### src/rtl/lcd_pkg.sv
// Shared definitions for the HD44780-style LCD bus driver: state encoding,
// instruction-word field positions and default 50 MHz timing constants.
package lcd_pkg;

  typedef enum logic [2:0] {
    ST_POWERUP = 3'd0,
    ST_IDLE    = 3'd1,
    ST_SETUP   = 3'd2,
    ST_PULSE   = 3'd3,
    ST_HOLD    = 3'd4,
    ST_WAIT    = 3'd5
  } lcd_state_e;

  localparam int CMD_W    = 11;
  localparam int RS_BIT   = 10;
  localparam int RW_BIT   = 9;
  localparam int LONG_BIT = 8;
  localparam int DATA_MSB = 7;

  localparam int unsigned DEF_SETUP_CYC      = 4;
  localparam int unsigned DEF_E_HIGH_CYC     = 25;
  localparam int unsigned DEF_HOLD_CYC       = 2;
  localparam int unsigned DEF_SHORT_WAIT_CYC = 2000;
  localparam int unsigned DEF_LONG_WAIT_CYC  = 82000;
  localparam int unsigned DEF_POWERUP_CYC    = 750000;
  localparam int          DEF_CNT_W          = 20;

  // Clear (0x01) and home (0x02/0x03) are the only instructions with RS=0
  // and data[7:2]==0; they need the long execution wait, as does any
  // command that explicitly requests it.
  function automatic logic is_long_cmd(input logic [CMD_W-1:0] c);
    return c[LONG_BIT] || (!c[RS_BIT] && (c[DATA_MSB:2] == 6'b0));
  endfunction

endpackage

### src/rtl/lcd_bus_driver_counter.sv
// Loadable down-counter shared by every timed phase of the LCD bus driver.
// It saturates at zero; a load takes priority over counting.
module lcd_delay_counter #(
  parameter int              CNT_W     = 20,
  parameter logic [CNT_W-1:0] RESET_VAL = '0
) (
  input  logic             clk,
  input  logic             reset,
  input  logic             load,
  input  logic [CNT_W-1:0] load_val,
  output logic             zero
);

  logic [CNT_W-1:0] cnt_q;
  logic [CNT_W-1:0] cnt_d;

  always_comb begin
    cnt_d = cnt_q;
    if (load) begin
      cnt_d = load_val;
    end else if (cnt_q != '0) begin
      cnt_d = cnt_q - 1'b1;
    end
  end

  always_ff @(posedge clk) begin
    if (reset) begin
      cnt_q <= RESET_VAL;
    end else begin
      cnt_q <= cnt_d;
    end
  end

  assign zero = (cnt_q == '0);

endmodule

### src/rtl/lcd_bus_driver.sv
// HD44780-style LCD bus driver: takes one instruction word at a time and
// generates RS/RW/data setup, the E strobe, hold and execution wait.
module lcd_bus_driver
  import lcd_pkg::*;
#(
  parameter int unsigned SETUP_CYC      = DEF_SETUP_CYC,
  parameter int unsigned E_HIGH_CYC     = DEF_E_HIGH_CYC,
  parameter int unsigned HOLD_CYC       = DEF_HOLD_CYC,
  parameter int unsigned SHORT_WAIT_CYC = DEF_SHORT_WAIT_CYC,
  parameter int unsigned LONG_WAIT_CYC  = DEF_LONG_WAIT_CYC,
  parameter int unsigned POWERUP_CYC    = DEF_POWERUP_CYC,
  parameter int          CNT_W          = DEF_CNT_W
) (
  input  logic        clk,
  input  logic        reset,
  input  logic        cmd_valid,
  input  logic [10:0] cmd,
  output logic        cmd_ready,
  output logic        busy,
  output logic        lcd_rs,
  output logic        lcd_rw,
  output logic        lcd_e,
  output logic [7:0]  lcd_data
);

  // Reload values are parameter-1 so each state lasts exactly its parameter.
  localparam logic [CNT_W-1:0] SETUP_LD   = CNT_W'(SETUP_CYC - 1);
  localparam logic [CNT_W-1:0] E_HIGH_LD  = CNT_W'(E_HIGH_CYC - 1);
  localparam logic [CNT_W-1:0] HOLD_LD    = CNT_W'(HOLD_CYC - 1);
  localparam logic [CNT_W-1:0] SHORT_LD   = CNT_W'(SHORT_WAIT_CYC - 1);
  localparam logic [CNT_W-1:0] LONG_LD    = CNT_W'(LONG_WAIT_CYC - 1);
  localparam logic [CNT_W-1:0] POWERUP_LD = CNT_W'(POWERUP_CYC - 1);

  lcd_state_e       state_q, state_d;
  logic             rs_q, rs_d;
  logic             rw_q, rw_d;
  logic [7:0]       data_q, data_d;
  logic             long_q, long_d;
  logic             e_q, e_d;
  logic             ready_q, ready_d;
  logic             busy_q, busy_d;

  logic             cnt_load;
  logic [CNT_W-1:0] cnt_load_val;
  logic             cnt_zero;
  logic             accept;

  lcd_delay_counter #(
    .CNT_W     (CNT_W),
    .RESET_VAL (POWERUP_LD)
  ) u_delay (
    .clk      (clk),
    .reset    (reset),
    .load     (cnt_load),
    .load_val (cnt_load_val),
    .zero     (cnt_zero)
  );

  assign accept = cmd_valid && ready_q;

  always_comb begin
    state_d      = state_q;
    rs_d         = rs_q;
    rw_d         = rw_q;
    data_d       = data_q;
    long_d       = long_q;
    cnt_load     = 1'b0;
    cnt_load_val = '0;

    unique case (state_q)
      ST_POWERUP: begin
        if (cnt_zero) begin
          state_d = ST_IDLE;
        end
      end
      ST_IDLE: begin
        if (accept) begin
          rs_d         = cmd[RS_BIT];
          rw_d         = cmd[RW_BIT];
          data_d       = cmd[DATA_MSB:0];
          long_d       = is_long_cmd(cmd);
          cnt_load     = 1'b1;
          cnt_load_val = SETUP_LD;
          state_d      = ST_SETUP;
        end
      end
      ST_SETUP: begin
        if (cnt_zero) begin
          cnt_load     = 1'b1;
          cnt_load_val = E_HIGH_LD;
          state_d      = ST_PULSE;
        end
      end
      ST_PULSE: begin
        if (cnt_zero) begin
          cnt_load     = 1'b1;
          cnt_load_val = HOLD_LD;
          state_d      = ST_HOLD;
        end
      end
      ST_HOLD: begin
        if (cnt_zero) begin
          cnt_load     = 1'b1;
          cnt_load_val = long_q ? LONG_LD : SHORT_LD;
          state_d      = ST_WAIT;
        end
      end
      ST_WAIT: begin
        if (cnt_zero) begin
          state_d = ST_IDLE;
        end
      end
      default: begin
        state_d = ST_POWERUP;
      end
    endcase
  end

  // Status and strobe flops are decoded from the next state so that they
  // line up exactly with the state register and never glitch.
  always_comb begin
    e_d     = (state_d == ST_PULSE);
    ready_d = (state_d == ST_IDLE);
    busy_d  = (state_d != ST_IDLE);
  end

  always_ff @(posedge clk) begin
    if (reset) begin
      state_q <= ST_POWERUP;
      rs_q    <= 1'b0;
      rw_q    <= 1'b0;
      data_q  <= 8'h00;
      long_q  <= 1'b0;
      e_q     <= 1'b0;
      ready_q <= 1'b0;
      busy_q  <= 1'b1;
    end else begin
      state_q <= state_d;
      rs_q    <= rs_d;
      rw_q    <= rw_d;
      data_q  <= data_d;
      long_q  <= long_d;
      e_q     <= e_d;
      ready_q <= ready_d;
      busy_q  <= busy_d;
    end
  end

  assign cmd_ready = ready_q;
  assign busy      = busy_q;
  assign lcd_rs    = rs_q;
  assign lcd_rw    = rw_q;
  assign lcd_e     = e_q;
  assign lcd_data  = data_q;

endmodule

### config.mk
export PLATFORM = sky130hd
export DESIGN_NAME = lcd_bus_driver
export DESIGN_NICKNAME = d
export VERILOG_FILES = /design/src/rtl/lcd_pkg.sv /design/src/rtl/lcd_bus_driver_counter.sv /design/src/rtl/lcd_bus_driver.sv
export SDC_FILE = /design/constraint.sdc
export NUM_CORES = 1
export LEC_CHECK = 0
export ABC_AREA = 1
export BUFFER_PORTS_ARGS = -buffer_cell sky130_fd_sc_hd__buf_2
export CAP_MARGIN = 10
export CORE_ASPECT_RATIO = 0.9
export CORE_UTILIZATION = 45
export DETAILED_ROUTE_END_ITERATION = 16
export MAX_ROUTING_LAYER = met4
export PLACE_DENSITY = 0.78
export SYNTH_ARGS = -nofsm -noshare
export SYNTH_HDL_FRONTEND = slang
export SYNTH_HIERARCHICAL = 1
export SYNTH_SLANG_ARGS = --single-unit
### constraint.sdc
create_clock -name clk -period 2 [get_ports clk]
set_input_delay 0.5 -clock clk [delete_from_list [all_inputs] [get_ports clk]]
set_output_delay 0.5 -clock clk [all_outputs]
set_load 0.005 [all_outputs]
After elaboration in Yosys (flattened, before gate mapping):

Cells that the tools add are included.

* RAM bits: 0
* bits in registers: 37
* output and inout bits: 13
* input port bits: 14
* memories: 0
* bits in latches: 0
* ROM bits: 0
* word-level logic and storage cells: 47

* muxes and demuxes: 17
* divide/modulo/power cells: 0
* equal/unequal tests: 8
* multiply operators: 0
* add/subtract/negate cells: 1
* $lt $le $gt $ge: 0
* shift operators: 0
* bitwise logic cells: 0
* reductions and logical operators: 12

Operators by type and width (count)
* $pmux 17 s4: 1
* $mux 20: 2
* $mux 17: 2
* $logic_not 20->1: 1
* $reduce_bool 20->1: 1
* $sub 20x1->20 const B: 1
* $mux 3: 5
* $pmux 3 s5: 1
* $eq 3x2->1 const B: 3
* $eq 3x1->1 const B: 2
* $eq 3x3->1 const B: 2
* $logic_not 6->1: 1
* $mux 5: 1
* $logic_not 3->1: 1
* $mux 1: 3
* $ne 3x1->1 const B: 1
* $reduce_or 3->1: 1
* $logic_and 1x1->1: 2
* $mux 2: 1
* $pmux 1 s2: 1
* $reduce_and 2->1: 1
* $reduce_bool 2->1: 1
* $reduce_or 2->1: 1
* $logic_not 1->1: 1
* $logic_or 1x1->1: 1

Longest topological paths before layout:

Gate-level depths: netlist of the first run.

* depth after elaboration: 4
* gate-level depth with buffers: 13

Cells and area by module:

The synthesis of the first run kept the hierarchy.

By module, submodules not included
* lcd_delay_counter: cells each 194, area an instance 1283.7 µm², instances 1
* lcd_bus_driver: cells each 115, area an instance 784.5 µm², instances 1

Worst setup path before layout of the first run:

Ideal clock, no wire load.

* path kind: reg2reg
* start point: register u_delay.cnt_q[16]
* end point: register u_delay.cnt_q[10]
* setup slack: 0.068 ns
* stages on the path, launching flop included: 13
* data required time: 1.872 ns
* arrival: 1.805 ns
* period minus slack after synthesis: 1.932 ns
* library setup time: 0.128 ns
* cells stage by stage: dfxtp_1 -> nor2_1 -> nand3_1 -> nor2_1 -> nand4_1 -> nor2_1 -> nand3_1 -> nand2_1 -> buf_2 -> inv_1 -> buf_2 -> o211ai_1 -> nor2_1

* longest elaborated chain between the ends: 4

Ends and longest elaborated chain
* start: declaration: RTL line lcd_bus_driver_counter.sv:14 `logic [CNT_W-1:0] cnt_q;`
* start signal: assignment: RTL line lcd_bus_driver_counter.sv:30 `cnt_q <= cnt_d;`
* $logic_not 20->1 *: RTL line lcd_bus_driver_counter.sv:34 `assign zero = (cnt_q == '0);`
* net cnt_zero: RTL line lcd_bus_driver.sv:45 `logic cnt_zero;`
* $mux 1 *: RTL line lcd_bus_driver.sv:88, lcd_bus_driver.sv:95, lcd_bus_driver.sv:102
* $pmux 1 s2 *: RTL line lcd_bus_driver.sv:70 `unique case (state_q)`
* net cnt_load: RTL line lcd_bus_driver.sv:43 `logic cnt_load;`
* $mux 20 / $reduce_bool 2->1 (equally long branches)

The timed path passes the listed nets; every way through them passes the cells marked *.
A chain may end at the register's enable or synchronous reset.

Worst setup path in the final report of the first run:

* start point: register u_delay.cnt_q[17]
* end point: register u_delay.cnt_q[4]

Same word-level chain as after synthesis.

==> impl_summary.md, run 1 <==
Placed design
The area after detailed placement is between 2000 and 2500 sq um. At the end of routability-driven placement, the weighted congestion stood at 0.902. The final HPWL from detailed placement is 3.37 mm. In this run the tool buffered the top-level ports with 26 buffer cells.

Global route
The maximum number of pins on one net before global-route repair is 23. The remaining global-route overflow is 0. The wire length of the first global-routing pass is 7.73 mm.

The number of antenna violations at the first check in global routing is 0. The number of global-route vias before repair was 1,735. The overall track demand over capacity in global routing is 0.213.

Pwr
Across the VDD grid, the largest voltage drop is 0.458 mV. The static leakage power is approximately 1.2 nW. The power per standard cell area is 557 nW/um^2.

Clock tree
Clock tree synthesis found a total of 37 sinks. The total CTS buffers is 5. The number of levels the H-tree was split into is 2.

In this run, post-CTS hold repair placed 0 buffers. TritonCTS built the clock tree. After clock tree synthesis, the clock-pin slew on the worst setup and hold paths is 70 ps.

The buffer type at the clock tree root is clkbuf_8. For the worst-skew pair, the clock arrives at the later sink with an insertion delay of 280 ps. The buffer levels on the longest clock path is 2.

Finish
After routing the design area is 2570 sq um. The area growth from synthesis to layout is 24.2%. Of the cells placed in the final design, the portion with a size suffix greater than 1 is 0.273. The net count of the finished layout is 375. The count of antenna diodes in the layout is 0.

Logic synthesis
Of the total synthesized cell area, the portion taken by XOR and XNOR cells is 0.0381. Summing every instance area after synthesis gives just over 2000 sq um. The synthesized-area fraction occupied by and/or/nand/nor cells is 0.389. Among all cell types in the netlist, the one instantiated most often is nand2_1. The most used flip-flop cell after synthesis is dfxtp_1. After synthesis, the cell types taking the most area are dfxtp_1 36%, nand2_1 12%, nor2_1 10%. After synthesis, the largest family of logic cells by area is simple AND/OR/NAND/NOR gates. The fraction of registers with async set/reset is 0. The yosys synthesis warning count is 6. Of the total synthesized cell area, the portion taken by full adders, half adders and majority gates is 0.0121.

The number of distinct library cell variants in the gate-level netlist after synthesis is 33. Dividing the synthesized area by the synthesized cell count gives 6.69 sq um. The number of register bits inferred by synthesis is 37. The share of synthesized area in the top cell type comes to 0.358. The number of enable flip-flop cells after synthesis is 0.

The commonest cells after synthesis are 65 x nand2_1, 57 x nor2_1, 37 x dfxtp_1. The multiplexer fraction of the synthesized cell area is 0. Of the synthesized area, sequential elements account for 0.358. Synthesis handed over a netlist of 309 instances. The share of the synthesized area in compound gates (AO/OA/AOI/OAI) was 0.119.

The synthesized design spends more area on one cell type than any other, namely dfxtp_1.

Critical path
The slowest stage of the critical path is the dfxtp_4 cell. The worst setup slack for register-to-register paths is 10 ps. The required time reported for the critical path endpoint is 2170 ps. Among cell families on the critical path, the largest total delay comes from simple AND/OR/NAND/NOR gates. The setup path with the least slack is of type reg2reg. The worst setup path is captured at a register. STA puts the critical path data arrival time at around 2200 ps. The startpoint type of the worst setup path is a register. Of all nets on the critical path, the largest fanout is 5. On the worst path, the slowest cell contributes a delay of ~360 ps. The signal on the critical path passes through nor2_4 -> nand3_2 -> nor2_1 -> nand4_1 -> nor2_2 -> nand3_1 -> nand2_2 -> clkinvlp_4 -> buf_6 -> o21ai_0 -> nor3_1. The critical path buffer and inverter count is 2.

Floorplan
The standard cell core area is 4430 sq um. The die is 73.5 microns wide. The site row count is 23. The starting utilization of the core area is 0.467. The die area is 4870 sq um. The boundary pin count is 27. The height of the chip is 66.3 microns.

Routing
The first-iteration detailed-routing DRC count is about 140. In the routed design, unresolved DRC markers number 0. Dividing the detail-routed via count by the number of cells gives 4.93. The first detailed-routing pass ran for 4 iterations. Dividing the detail-routed wire length by the instance count gives 12.0 microns. The via count is 2,074. The highest layer used for signal routing is met4.

Wires add up to between 5 and 6 mm. In the detailed route, the total length drawn on met2 is between 2 and 2.5 mm. The met1 wire length is between 2 and 2.5 mm.

The routed design uses 305 microns of met3 wire. Once detail routing completed, the nets flagged for antenna violations numbered 0.

Timing
Dividing the final minimum period by the clock period gives 0.993. Setup violations remaining at the end of the flow were counted as 0. The number of max-slew violations in the final report came to 0. Setup repair after global routing could not meet its margin everywhere. After layout, the minimum clock period comes to between 1500 and 2000 ps. The final setup skew is 6.31 ps. On the final layout, the worst hold slack is about 440 ps. Static timing analysis puts the maximum clock frequency at 0.504 GHz. The hold violation count in the final report came to 0.

Run
The max-cap violation count is 0.

Run status
The flow ran to the end, and the final reports show no timing, DRC or antenna violations.

Min path
The path category of the worst min-delay check is in2reg.
==> where the power goes <==
part           switching [mW]  total, mW  leakage [nW]  internal (mW)
combinational          0.0365     0.0604         0.840         0.0239
sequential            0.00481      0.745         0.297          0.740
clock                   0.263      0.625        0.0540          0.362
==> layout by cell type, fill, tap and decap left out, drive strengths merged, types with 5 or more instances in the layout <==
master / instances
nor2: 74
nand2: 71
buf: 44
dfxtp: 37
inv: 31
nand3: 22
o21ai: 19
a21oi: 18
conb: 8
clkbuf: 5
o211ai: 5
xor2: 5
nand4: 5
==> repair_timing <==
| action | 4_1_cts | 5_1_grt |
|---|---|---|
| gates resized for setup | 0 | 21 |
| setup endpoints to repair | 0 | 17 |
| buffers inserted | 0 | 7 |
==> path summary, 6_finish.rpt <==
check | depth (start not counted) | endpoint | startpoint
min | 3 | lcd_data[0] | cmd[0]
max reg2reg | 11 | u_delay/cnt_q[4] | u_delay/cnt_q[17]
max | 11 | u_delay/cnt_q[4] | u_delay/cnt_q[17]
min reg2reg | 1 | u_delay/cnt_q[0] | u_delay/cnt_q[0]
==> flip-flops by register name (all words and copies together), names as in the netlist <==
register,count
busy,1
cmd_ready,1
lcd_data,8
lcd_e,1
lcd_rs,1
lcd_rw,1
long_q,1
state_q,3
u_delay/cnt_q,20
==> worst min-delay path, delay by kind of cell <==
family | cells | cell delay [ps]
and+or+nand+nor | 2 | 110
buffers and inverters | 1 | 70
==> per-layer routing <==
metal / up-vias / track usage
li1: 1072 / -
met1: 932 / 0.287
met2: 66 / 0.319
met3: 4 / 0.0427
met4: 0 / 0.0697
met5: - / -
==> cell type report <==
type                    count  area [sq um]
clock buffers               5          68.8
clock inverters             2          35.0
fillers                   418          1860
inverters                  32           126
multi-input cells         239          1230
flip-flops and latches     37           748
well taps                  62          77.6
repair buffers             44           285
==> stage by stage <==
stage	TNS (ps)	instances	setup WS [ps]	total power, mW	util
2_1_floorplan	0	316	67.9	0.794	-
3_3_place_gp	0	407	66.7	0.821	0.530
3_5_place_dp	0	407	35.4	0.822	0.530
4_1_cts	0	414	33.0	1.44	0.554
5_1_grt	-463	421	-144	1.49	0.580
6_report	0	421	14.6	1.43	0.580
==> cell families after synthesis <==
logic type / count (synthesis)
adders and majority gates: 2
other: 1
and+or+nand+nor: 176
AOI/OAI and AO/OA: 44
xor gates and xnor gates: 9
buffers and inverters: 40
DFF: 37
Note: power is estimated with default switching activity, not from simulation.
==> run 2: changes to the inputs <==
--- a/config.mk
+++ b/config.mk
@@ -5,7 +5,7 @@
 export SDC_FILE = /design/constraint.sdc
 export NUM_CORES = 1
 export LEC_CHECK = 0
-export ABC_AREA = 1
+export ABC_AREA = 0
 export BUFFER_PORTS_ARGS = -buffer_cell sky130_fd_sc_hd__buf_2
 export CAP_MARGIN = 10
 export CORE_ASPECT_RATIO = 0.9
==> impl_summary.md, run 2 <==
Run status
The flow ran to the end, but the final reports show violations. The checks that failed: setup timing.

Pwr
The worst-case vdd ir drop came to 0.350 mV (-23%). The power per standard cell area was 500 nW/um^2 (-10%). The static leakage power is 1.07 nW (-10%).

The total power of the final layout is 1.38 mW (-3.4%).

Placed design
The worst setup timing slack at the placement stage is -318 ps (-354 ps). The weighted congestion reported at the end of routability-driven placement is 0.863 (-4.3%). The final HPWL from detailed placement is 3.58 mm (+6.4%).

The number of placed instances, taps included is 355 (-13%). The number of buffers inserted by port buffering is 26 (unchanged).

Global route
The remaining global-route overflow was 0 (unchanged). The maximum number of pins on one net before global-route repair came to 28 (+22%). The wire length of the first global-routing pass is 8.80 mm (+14%). The overall track demand over capacity in global routing is 0.248 (+0.0352). The number of global-route vias before repair is 1,870 (+7.8%). The number of antenna violations at the first check in global routing was 0 (unchanged).

Min path
The path category of the worst min-delay check is in2reg. The hold path depth is 3 (unchanged). The source of the worst hold timing path is cmd[7].

The end of the worst hold path is lcd_data[7].

Clock tree
The CTS clock-pin slew for the worst setup and hold paths is 80 ps (about the same). TritonCTS built the clock tree. The clock latency at the later pin of the worst-skew pair is 300 ps (+20 ps). The tree is rooted in a clkbuf_8. The number of hold buffers added after CTS is 0 (unchanged). The CTS sink count is 37 (unchanged). The number of levels the H-tree was split into is 2 (unchanged). The buffer levels on the longest clock path is 2 (unchanged). The total CTS buffers is 5 (unchanged).

Logic synthesis
The share of Yosys cell area claimed by the top area cell type was 0.362 (+0.00350). The yosys synthesis warning count is 6 (unchanged). By area the synthesized netlist is led by dfxtp_1 36%, nand2b_1 7.0%, mux2i_1 5.4%. The sequential share of the synthesized area came to 0.362 (+0.00350). The mean area per synthesized cell came to 8.64 sq um (+29%).

The number of distinct library cell variants in the gate-level netlist after synthesis is 52 (+58%). The fraction of registers with async set/reset is 0 (unchanged). The number of register bits inferred by synthesis was 37 (unchanged). The most used standard cell by instance count after synthesis is dfxtp_1. The count of mapped cells out of synthesis is 237 (-23%). The number of enable flip-flop cells after synthesis is 0 (unchanged). The commonest cells after synthesis are 37 x dfxtp_1, 23 x nand2b_1, 19 x nand2_1. The netlist area before placement came to 2050 sq um (-0.97%). The leading register cell type out of synthesis is dfxtp_1. Summed over all instances, the cell type with the most area after synthesis is dfxtp_1.

Finish
The layout cell share with drive strength beyond 1 is 0.364 (+0.0907). The count of antenna diodes in the layout came to 0 (unchanged). The layout net count is 323 (-14%). The register with the most flip-flops in the final layout is u_delay/cnt_q. Leaving out fill and tap cells, the most frequent cells in the layout are 41 x buf_4, 32 x dfxtp_1, 26 x buf_2, 23 x nand2b_1, 16 x a21oi_1.

The post-layout instance count excluding filler cells is 368 (-13%). The filler cell count is 342 (-18%). The sequential cell area is 747 sq um (-0.17%). The footprint of the multi-input gates is 1330 sq um (+8.1%). The number of flip-flops under the largest register name is 20 (unchanged). The area growth from synthesis to layout is 34.9%. Leaving out fill and tap cells, the most frequent cell in the layout is buf_4.

Routing
The remaining routing DRC violations is 0 (unchanged). The final antenna-violating net count was 0 (unchanged). The detailed-router iteration count before antenna repair is 4 (unchanged). The via count is 1,935 (-6.7%).

The first-iteration detailed-routing DRC count was 152 (+11%). The routed wire length is 5.27 mm (+4.5%). The number of vias per cell after detailed routing is 5.26 (+6.7%). The detail-routed net length per standard cell is 14.3 microns (+20%).

Floorplan
The height of the chip is 66.0 microns (-0.47%). The boundary pin count is 27 (unchanged). The starting utilization of the core area came to 0.486 (+0.0196). The site row count came to 22 (-4.3%).

The x dimension of the die was 73.1 microns (-0.47%). The die area is 4830 sq um (-0.93%). The standard cell core area came to 4210 sq um (-5.0%).

Critical path
The required time reported for the critical path endpoint is 2200 ps (+30 ps). The worst setup slack for register-to-register paths is -260 ps (-270 ps). The worst reg2reg path endpoint is u_delay/cnt_q[2]. STA classifies the critical path startpoint as a register. The kind of capture point of the worst setup path is a register.

The critical path data arrival time was 2460 ps (+310 ps). The critical path in this run is classified as reg2reg. The logic depth of the worst register-to-register path is 14 (+3).

The top fanout value on the critical path is 6 (+1). The origin of the critical flop-to-flop path is u_delay/cnt_q[0].

Timing
The number of endpoints failing setup at the final stage is 20 (+20). The final worst-path setup slack was -260 ps (-275 ps). The final setup skew was 8.99 ps (+2.68 ps). The number of max-slew violations in the final report is 0 (unchanged). The hold violation count in the final report is 0 (unchanged).

Setup repair after global routing could not meet its margin everywhere. The timing-limited maximum frequency is 0.442 GHz (-12%). The period utilization is 1.13 (+0.137). The post-layout minimum cycle time is 2260 ps (+275 ps).

Run
The max-cap violation count was 0 (unchanged).
[run 2: changes by cell type in the layout (fill, tap and decap cells not counted), sizes merged, moves of 6 or more]
cell / previous run / this run
nand2b: 0 / 23
nand3: 22 / 9
nor2: 74 / 14
nor3: 1 / 10
mux2i: 0 / 11
nor4: 1 / 7
o21ai: 19 / 8
inv: 31 / 6
nand2: 71 / 19
buf: 44 / 70
[run 2: per-stage QoR]
| stage | hold slack (ps) | util | setup TNS, ps | cell area, sq um |
|---|---|---|---|---|
| 6_report | 461 | 0.656 | -2390 | 2760 |
| 5_1_grt | 467 | 0.656 | -4620 | 2760 |
| 4_1_cts | 459 | 0.645 | -3740 | 2720 |
| 3_5_place_dp | 466 | 0.601 | -4290 | 2530 |
| 3_3_place_gp | 455 | 0.601 | -2740 | 2530 |
| 2_1_floorplan | 465 | - | -5960 | 2130 |
[run 2: layer usage]
metal / global-route usage / vias up / share of wire
li1: - / 976 / -
met1: 0.309 / 905 / 0.47
met2: 0.399 / 42 / 0.48
met3: 0.0412 / 12 / 0.035
met4: 0.103 / 0 / 0.021
met5: - / - / 0
[run 2: what timing repair did]
action / 4_1_cts / 5_1_grt
setup endpoints to repair: 22 / 25
pin swaps: 9 / 9
buffers inserted: 4 / 4
resized for setup: 26 / 11
[run 2: cells by family after synthesis]
family                   after synthesis  share of synthesized area
AO/OA/AOI/OAI                         44                      0.139
AND/OR/NAND/NOR                      106                      0.314
multiplexers                          11                     0.0538
adder cells (fa/ha/maj)                2                     0.0122
flip-flops                            37                      0.362
buffers and inverters                 22                     0.0574
other                                  1                    0.00183
XOR/XNOR                              14                     0.0599
[run 2: area by class of cell]
type / count / share of cell area
multi-input cells: 185 / 0.480
flip-flops and latches: 37 / 0.270
repair buffers: 70 / 0.174
well taps: 60 / 0.0272
clock buffers: 5 / 0.0249
inverters: 8 / 0.0172
clock inverters: 3 / 0.00634
[run 2: power by group]
group	internal [mW]	leakage, nW	total, mW	switching (mW)
combinational	0.0503	0.729	0.102	0.0516
clock	0.241	0.0439	0.534	0.294
sequential	0.741	0.299	0.745	0.00397
[run 2: critical path, stage by stage, from the launching register on]
cell	delay [ps]
dfxtp_2	330
inv_2	70
ha_4	120
nor3b_4	170
nand4_2	120
or4_4	460
clkinv_4	70
o21ai_2	50
nand2_2	90
buf_12	120
clkinv_8	60
nand2_4	50
or3_1	100
o31ai_1	60
a311oi_1	280
[run 2: how the worst max path moves through the flow]
stage | start | to | slack (ps) | cells after the start
2_1_floorplan | u_delay/cnt_q[14] | u_delay/cnt_q[2] | -410 | 14
3_3_place_gp | u_delay/cnt_q[15] | u_delay/cnt_q[2] | -210 | 12
3_5_place_dp | u_delay/cnt_q[15] | u_delay/cnt_q[8] | -320 | 9
4_1_cts | u_delay/cnt_q[12] | u_delay/cnt_q[2] | -280 | 12
5_1_grt | u_delay/cnt_q[0] | u_delay/cnt_q[14] | -340 | 8
6_report | u_delay/cnt_q[0] | u_delay/cnt_q[2] | -260 | 14
==> run 3: changes to the inputs <==
--- a/config.mk
+++ b/config.mk
@@ -5,14 +5,14 @@
 export SDC_FILE = /design/constraint.sdc
 export NUM_CORES = 1
 export LEC_CHECK = 0
-export ABC_AREA = 0
+export ABC_AREA = 1
 export BUFFER_PORTS_ARGS = -buffer_cell sky130_fd_sc_hd__buf_2
 export CAP_MARGIN = 10
 export CORE_ASPECT_RATIO = 0.9
 export CORE_UTILIZATION = 45
 export DETAILED_ROUTE_END_ITERATION = 16
 export MAX_ROUTING_LAYER = met4
-export PLACE_DENSITY = 0.78
+export PLACE_DENSITY = 0.76
 export SYNTH_ARGS = -nofsm -noshare
 export SYNTH_HDL_FRONTEND = slang
 export SYNTH_HIERARCHICAL = 1
==> constraint.sdc (replaced) <==
create_clock -name clk -period 2.2 [get_ports clk]
set_input_delay 0.55 -clock clk [delete_from_list [all_inputs] [get_ports clk]]
set_output_delay 0.55 -clock clk [all_outputs]
set_load 0.005 [all_outputs]
==> impl_summary.md, run 3 (synthesis gave the netlist of run 1 again) <==
Clock tree
The number of levels the H-tree was split into is 2 (unchanged). The clock latency at the later pin of the worst-skew pair is 290 ps (about the same). The number of hold buffers added after CTS is 0 (unchanged). TritonCTS built the clock tree. The buffer levels on the longest clock path is 2 (unchanged). The total CTS buffers is 5 (unchanged). The CTS clock-pin slew for the worst setup and hold paths was 70 ps (about the same). The number of setup buffers added after CTS came to 0 (-4). The CTS sink count is 37 (unchanged).

The buffer type at the clock tree root is clkbuf_8.

Finish
The layout net count was 360 (+11%). The area growth from synthesis to layout is 16.1%. The library cells used most frequently in the layout, excluding fill and tap cells, are 65 x nand2_1, 54 x nor2_1, 37 x dfxtp_1, 28 x inv_1, 26 x buf_2. The count of antenna diodes in the layout is 0 (unchanged). The most common library cell in the layout ignoring fill and taps is nand2_1.

The number of flip-flops under the largest register name is 20 (unchanged). The post-layout instance count excluding filler cells is 407 (+11%). The post-route cell area was 2400 sq um (-13%). The register ranked first by flip-flop count is u_delay/cnt_q.

The layout cell share with drive strength beyond 1 was 0.212 (-0.152).

Critical path
The kind of capture point of the worst setup path is a register. The critical path goes through nor2_2 -> nand3_1 -> nor2_1 -> nand4_1 -> nor2_2 -> nand3_1 -> nand2_1 -> inv_1 -> nand4_2 -> inv_1 -> nand2_1 -> o211ai_1. The top fanout value on the critical path came to 12 (+6). The origin of the critical flop-to-flop path is u_delay/cnt_q[16]. The critical path buffer and inverter count is 2 (-2). The worst reg2reg path endpoint is u_delay/cnt_q[0].

The critical path data arrival time is 2120 ps (-340 ps). The worst setup slack for register-to-register paths is 240 ps (+500 ps). Following the worst setup path forward leads to its endpoint at u_delay/cnt_q[0]. The setup path with the least slack is of type reg2reg. Tracing the worst setup path back leads to its startpoint at u_delay/cnt_q[16]. The startpoint type of the worst setup path is a register. The cell with the largest stage delay on the worst path is dfxtp_1. The required time reported for the critical path endpoint is 2360 ps (+160 ps).

On the critical path the largest part of the delay comes from simple AND/OR/NAND/NOR gates. The critical path depth was 12 (-2). The logic depth of the worst register-to-register path is 12 (-2). The biggest cell delay along the critical path was 350 ps (-110 ps).

Global route
The maximum number of pins on one net before global-route repair was 24 (-14%). The wire length of the first global-routing pass is 8.03 mm (-8.8%). The number of antenna violations at the first check in global routing is 0 (unchanged). The number of global-route vias before repair is 1,774 (-5.1%). The overall track demand over capacity in global routing is 0.222 (-0.0263).

The remaining global-route overflow is 0 (unchanged).

Timing
The period utilization is 0.891 (-0.239). The hold violation count in the final report is 0 (unchanged). The setup TNS after final layout is 0 ps (+2390 ps). The number of endpoints failing setup at the final stage came to 0 (-100%). The final setup skew is 7.83 ps (-1.16 ps). Setup repair after global routing left no endpoint under its margin. The minimum hold slack came to 475 ps (+14.2 ps). The post-layout minimum cycle time came to 1960 ps (-301 ps). The number of max-slew violations in the final report is 0 (unchanged). The timing-limited maximum frequency is 0.510 GHz (+15%).

Routing
The detailed-router iteration count before antenna repair is 4 (unchanged). The number of vias per cell after detailed routing is 4.76 (-9.4%). The remaining routing DRC violations came to 0 (unchanged). The detail-routed net length per standard cell is 11.3 microns (-21%). The first-iteration detailed-routing DRC count is 104 (-32%).

The routed wire length is 4.62 mm (-12%). The final antenna-violating net count is 0 (unchanged). The via count is 1,939 (+0.21%).

Floorplan
The height of the chip came to 66.3 microns (+0.47%). The starting utilization of the core area is 0.467 (-0.0196). The standard cell core area was 4430 sq um (+5.2%). The die area is 4870 sq um (+0.94%). The x dimension of the die is 73.5 microns (+0.47%).

The boundary pin count is 27 (unchanged). The site row count is 23 (+4.5%).

Placed design
The weighted congestion reported at the end of routability-driven placement is 0.907 (+5.1%). The number of buffers inserted by port buffering is 26 (unchanged). The number of placed instances, taps included came to 399 (+12%). The area after detailed placement is 2280 sq um (-10%). The final HPWL from detailed placement is 3.46 mm (-3.5%).

Pwr
The portion of total power attributed to combinational logic is 0.039 (-0.035). The internal power contribution was 1.03 mW (about the same). The proportion of power drawn by flip-flops and latches is 0.519 (-0.020). The power per standard cell area is 545 nW/um^2 (+8.9%). The total net switching power was 0.275 mW (-21%).

The worst-case vdd ir drop came to 0.339 mV (-3.3%). The power share of the clock group is 0.442 (+0.055). The switching share of power was 0.210 (-0.0425).

The static leakage power is 1.12 nW (+4.1%).

Run
The max-cap violation count is 0 (unchanged).

Min path
In this run the most critical hold path is launched from cmd[0]. The min-delay analysis places its worst path in the category in2reg.

Run status
The flow ran to the end, and the final reports show no timing, DRC or antenna violations.
run 3: cell count changes in the layout (fill, tap and decap cells not counted), sizes merged, moves of 4 or more:
cell    before  now
buf         70   29
inv          6   32
mux2i       11    0
nand2       19   71
nand2b      23    0
nand3        9   22
nand4        1    5
nor2        14   74
nor3        10    1
nor4         7    1
o211ai       1    5
o21ai        8   19
or3          5    0
xnor2        8    4
run 3: area by class of cell:
cell class | instances | area [sq um]
inverters | 32 | 123
multi-input cells | 239 | 1200
clock buffers | 6 | 72.6
clock inverters | 2 | 38.8
well taps | 62 | 77.6
repair buffers | 29 | 153
flip-flops and latches | 37 | 741
fillers | 442 | 2030
run 3: metrics by stage:
step | setup slack (ps) | power [mW] | util
2_1_floorplan | 268 | 0.722 | -
3_3_place_gp | 200 | 0.742 | 0.514
3_5_place_dp | 136 | 0.744 | 0.514
4_1_cts | 102 | 1.32 | 0.539
5_1_grt | 15.4 | 1.36 | 0.542
6_report | 240 | 1.31 | 0.542
run 3: worst min-delay path: cells and delay by family:
family        cells  cell delay, ps
simple gates      2             110
buf+inv           1              70
run 3: worst min path at each step:
stage	end	slack [ps]	depth (start not counted)
after floorplan	u_delay/cnt_q[17]	460	3
after global placement	u_delay/cnt_q[0]	480	1
after detailed placement	lcd_data[1]	490	2
after CTS	lcd_data[0]	470	3
after global routing	lcd_rw	480	3
final	lcd_data[0]	470	3
run 3: power groups by stage:
stage / clock (mW) / sequential, mW / combinational [mW]
CTS: 0.595 / 0.678 / 0.0506
detailed placement: 0 / 0.694 / 0.0500
floorplan: 0 / 0.693 / 0.0296
global placement: 0 / 0.693 / 0.0494
global route: 0.625 / 0.679 / 0.0581
finish: 0.578 / 0.678 / 0.0513
run 3: timing repair:
action,in CTS,in global routing
endpoints found under the hold margin,0,0
resized for setup,0,4
setup endpoints to repair,0,8
run 3: per-layer routing:
metal  vias to the layer above  GRT usage  share of wire
met2                        53      0.342           0.44
met3                         8     0.0655          0.062
met4                         0     0.0577          0.014
met1                       836      0.284           0.48
li1                       1042          -              -
met5                         -          -              0
